===== src/rtl/clic_irq_tx.sv =====
// CLIC-side interrupt transmitter: picks the highest-level pending, enabled source
// (lowest index on ties) and presents it on a one-hot irq/level/ack handshake.
module clic_irq_tx #(
  parameter  int NumSrc  = 64,
  localparam int IdWidth = $clog2(NumSrc)
) (
  input  logic                  clk_i,
  input  logic                  rst_i,
  input  logic [NumSrc-1:0]     src_pending_i,
  input  logic [NumSrc-1:0]     src_enable_i,
  input  logic [NumSrc-1:0]     src_edge_i,
  input  logic [NumSrc*8-1:0]   src_level_i,
  output logic [NumSrc-1:0]     irq_o,
  output logic [7:0]            irq_level_o,
  input  logic                  irq_ack_i,
  input  logic [IdWidth-1:0]    irq_ack_id_i,
  output logic [NumSrc-1:0]     edge_clear_o,
  output logic                  ack_err_o
);

  typedef enum logic [1:0] {IDLE, REQ, ACKED} state_t;

  state_t              r_state;
  logic [IdWidth-1:0]  r_win_id;
  logic [7:0]          r_win_lvl;
  logic [NumSrc-1:0]   r_irq;
  logic [NumSrc-1:0]   r_edge_clear;
  logic                r_ack_err;

  logic [NumSrc-1:0]   w_cand;
  logic [7:0]          w_lvl [NumSrc];
  logic                w_any_cand;
  logic [IdWidth-1:0]  w_arb_id;
  logic [7:0]          w_arb_lvl;

  function automatic logic [NumSrc-1:0] onehot(input logic [IdWidth-1:0] id);
    logic [NumSrc-1:0] v;
    v = '0;
    v[id] = 1'b1;
    return v;
  endfunction

  genvar gi;
  generate
    for (gi = 0; gi < NumSrc; gi++) begin : g_src
      assign w_cand[gi] = src_pending_i[gi] & src_enable_i[gi];
      assign w_lvl[gi]  = src_level_i[8*gi +: 8];
    end
  endgenerate

  // Ascending scan with a strict compare keeps the lowest index on equal levels.
  always_comb begin
    w_any_cand = 1'b0;
    w_arb_id   = '0;
    w_arb_lvl  = '0;
    for (int k = 0; k < NumSrc; k++) begin
      if (w_cand[k] && (!w_any_cand || (w_lvl[k] > w_arb_lvl))) begin
        w_any_cand = 1'b1;
        w_arb_id   = IdWidth'(k);
        w_arb_lvl  = w_lvl[k];
      end
    end
  end

  always_ff @(posedge clk_i) begin
    if (rst_i) begin
      r_state      <= IDLE;
      r_win_id     <= '0;
      r_win_lvl    <= '0;
      r_irq        <= '0;
      r_edge_clear <= '0;
      r_ack_err    <= 1'b0;
    end else begin
      r_edge_clear <= '0;
      r_ack_err    <= 1'b0;
      case (r_state)
        IDLE: begin
          r_ack_err <= irq_ack_i;
          if (w_any_cand) begin
            r_state   <= REQ;
            r_win_id  <= w_arb_id;
            r_win_lvl <= w_arb_lvl;
            r_irq     <= onehot(w_arb_id);
          end
        end
        REQ: begin
          if (irq_ack_i) begin
            // A mismatched id is flagged, but the presented source is still retired.
            r_state   <= ACKED;
            r_irq     <= '0;
            r_ack_err <= (irq_ack_id_i != r_win_id);
            if (src_edge_i[r_win_id]) begin
              r_edge_clear <= onehot(r_win_id);
            end
          end else if (!w_cand[r_win_id]) begin
            r_state <= IDLE;
            r_irq   <= '0;
          end else if (w_arb_lvl > r_win_lvl) begin
            r_win_id  <= w_arb_id;
            r_win_lvl <= w_arb_lvl;
            r_irq     <= onehot(w_arb_id);
          end
        end
        ACKED: begin
          r_state   <= IDLE;
          r_irq     <= '0;
          r_ack_err <= irq_ack_i;
        end
        default: begin
          r_state <= IDLE;
          r_irq   <= '0;
        end
      endcase
    end
  end

  assign irq_o        = r_irq;
  assign irq_level_o  = r_win_lvl;
  assign edge_clear_o = r_edge_clear;
  assign ack_err_o    = r_ack_err;

endmodule


===== config.mk =====
export PLATFORM = sky130hd
export DESIGN_NAME = clic_irq_tx
export DESIGN_NICKNAME = d
export VERILOG_FILES = /design/src/rtl/clic_irq_tx.sv
export SDC_FILE = /design/constraint.sdc
export NUM_CORES = 2
export LEC_CHECK = 0
export ABC_AREA = 0
export BUFFER_PORTS_ARGS = -buffer_cell sky130_fd_sc_hd__buf_4
export CAP_MARGIN = 15
export CORE_AREA = 2 2 330 332
export DETAILED_ROUTE_END_ITERATION = 12
export DIE_AREA = 0 0 332 334
export GPL_ROUTABILITY_DRIVEN = 0
export PLACE_DENSITY_LB_ADDON = 0.12
export SYNTH_ARGS = -nofsm -noshare
export SYNTH_HDL_FRONTEND = slang
export SYNTH_SLANG_ARGS = --single-unit

===== constraint.sdc =====
create_clock -name clk_i -period 367.4 [get_ports clk_i]
set_clock_uncertainty 0.05 [all_clocks]
set_input_delay 73.48 -clock clk_i [delete_from_list [all_inputs] [get_ports clk_i]]
set_output_delay 73.48 -clock clk_i [all_outputs]
set_load 0.05 [all_outputs]

==> results.cfg <==
[status]
outcome = finished, final reports clean

[logic_synthesis]
synth_commonest_cells = inv_1 (517), ha_1 (455), nand2_1 (379), nor2_1 (361), a21oi_1 (296)
yosysTopAreaCell = ha_1
ys_ff_latch = 145
synth_cells = 4087
synthArstFlopShare = 0
netlist.area_leader.share = 0.195
ys_dominant_reg_cell = dfxtp_1
synth_edf_count = 0
netlist-cell-type-count = 126
syn_area_um2 = 29200
synth_seq_area_share = 0.0995
postSynthAreaPerCell_um2 = 7.14
yosys_warnings = 0
syn_nets = 5255
synth_most_common_cell = inv_1
synth_area_leaders = ha_1 (20%), dfxtp_1 (10%), mux2_2 (7.4%)

[setup_path]
cp-startpoint = src_pending_i[0]
r2r-start = r_win_id[2]$_SDFFE_PP0P_
crit_path_max_incr_delay_ns = 0.93
cpMaxStageDelayCell = a21oi_1
crit_buf_inv = 64
critPathCaptureType = register
crit_top_cell = a21oi_1
cp_data_required_time_ns = 367.71
cp.arrival_ns = 216.30
cp_top_family = compound AO/OA/AOI/OAI gates
crit_fanout = 26
start_kind = input port
path_class = input port to register

[global_route]
grt_antenna_before_repair = 38
grt-ovfl-total = 0
grt_usage = 0.251
grt_pass1_wl_um = 210000
grt_pass1_vias = 32500
grt_max_degree = 65

[clock_tree]
cts_setup_buffers = 0
clk_path_buf_depth = 2
clock_latency_ns = 0.49
cts_tree = built
path_clk_slew_ns = 0.06
cts_hold_buf = 0
clockRootBuffer = clkbuf_16
cts_made_buffers = 17
cts_resized = 0
h-tree-depth = 4
clkSinkCount = 145

[routing]
firstDrtPassIters = 6
wl_per_cell_um = 22.8
drc = 0
detail-route-antenna-nets = 0
num_vias = 32900
vias_per_cell = 5.19
drt_iter0_drc = 1902
totalWireLength_um = 145000

[sta]
fin_crit_sh = 0.588
slew_viol_final = 0
fmax_ghz = 0.00463
min_period_ns = 215.99
slew_headroom = 0.224
finalSetupViolCount = 0
finalSetupTns_ns = 0
rsz0062_at_grt = false
worst_slew_pin_slew_ns = 1.16
hold_viol = 0

[finish]
area_growth_pct = 29.7
multi_input_area_um2 = 23900
drive_gt1_frac = 0.252
fin_nets = 6062
seq_area_um2 = 2900
fillCellCount = 11800

[hold_path]
hold_path.startpoint = irq_o[32]$_SDFFE_PP0P_
hp-class = register to register

[floorplan]
die_y_um = 334
die_x_um = 332
fp.coreArea_um2 = 108000
std_cell_rows = 121
start_util = 0.271
boundaryPins = 850
die-area_um2 = 111000

[placement]
dpl.hpwl_um = 126000
port_buffers = 849

[run]
drv_cap = 0
sequential cells by signal (all words and copies together) (netlist names):
signal	count
irq_o	64
r_state	2
r_win_id	6
edge_clear_o	64
ack_err_o	1
irq_level_o	8
final timing paths:
path	end	slack (ns)	depth (start not counted)
setup / recovery	irq_o[56]$_SDFFE_PP0P_	151.41	671
hold / removal	irq_o[32]$_SDFFE_PP0P_	0.40	2
setup reg to reg	irq_o[56]$_SDFFE_PP0P_	361.58	15
hold reg to reg	irq_o[32]$_SDFFE_PP0P_	0.40	2
worst min-delay path, cell delays in order (launching register included):
cell and delay [ns]:
dfxtp_1 0.31, nand2_1 0.05, o21ai_1 0.05
cells by family (layout without fill, tap and decap cells):
| kind of cell | after synthesis | count (layout) | share of synthesized area |
|---|---|---|---|
| adders and majority gates | 461 | 461 | 0.197 |
| xor gates and xnor gates | 32 | 32 | 0.00961 |
| DFF | 145 | 145 | 0.0995 |
| buffers and inverters | 609 | 1429 | 0.0809 |
| other | 0 | 26 | 0 |
| and+or+nand+nor | 1310 | 1310 | 0.216 |
| AOI/OAI and AO/OA | 1206 | 1206 | 0.273 |
| muxes | 324 | 324 | 0.123 |
stage by stage:
step                      setup slack, ns  utilization  cell area [µm²]  std cells  hold slack, ns
after CTS                          151.40        0.350            37800       6319           0.402
after detailed placement           151.37        0.345            37100       6287           0.394
final                              151.41        0.351            37800       6347           0.398
after global routing               138.00        0.351            37800       6341           0.418
after global placement             152.89        0.345            37100       6287           0.389
after floorplan                    174.63            -            29200       4087           0.389
routing by layer:
| metal | GRT usage | part of all wire | vias up |
|---|---|---|---|
| li1 | - | - | 16400 |
| met1 | 0.303 | 0.43 | 15400 |
| met2 | 0.453 | 0.50 | 919 |
| met3 | 0.0481 | 0.053 | 129 |
| met4 | 0.0670 | 0.025 | 18 |
| met5 | 0 | 0.00076 | - |
cells in the final DEF (no fill, tap or decap), drive strengths merged, types with 15 or more instances in the layout:
cell,Yosys,routed
diode,0,26
o21ai,296,296
mux2,214,214
o211ai,31,31
and4,15,15
a31oi,45,45
nand3,145,145
a22oi,31,31
a21oi,302,302
clkbuf,64,18
a21o,159,159
o22ai,30,30
nor3,62,62
xnor2,20,20
ha,455,455
nand2,380,380
o31ai,37,37
o31a,16,16
dfxtp,145,145
nor2b,49,49
nand4,72,72
or3,20,20
and3,28,28
a311oi,16,16
mux2i,110,110
o21a,40,40
a211o,15,15
buf,26,877
inv,518,528
o21bai,28,28
or2,36,36
nor2,364,364
nand2b,48,48
and2,28,28
a211oi,33,33
final cells by class:
type	count	share of cell area
multi-input cells	3333	0.633
repair buffers	878	0.174
flip-flops and latches	145	0.0768
inverters	519	0.0515
well taps	1414	0.0468
clock buffers	17	0.0112
clock inverters	15	0.00493
diodes	26	0.00172
Power is not shown: default switching activity piles up to over one toggle a cycle in this logic, so the estimate is an artifact.
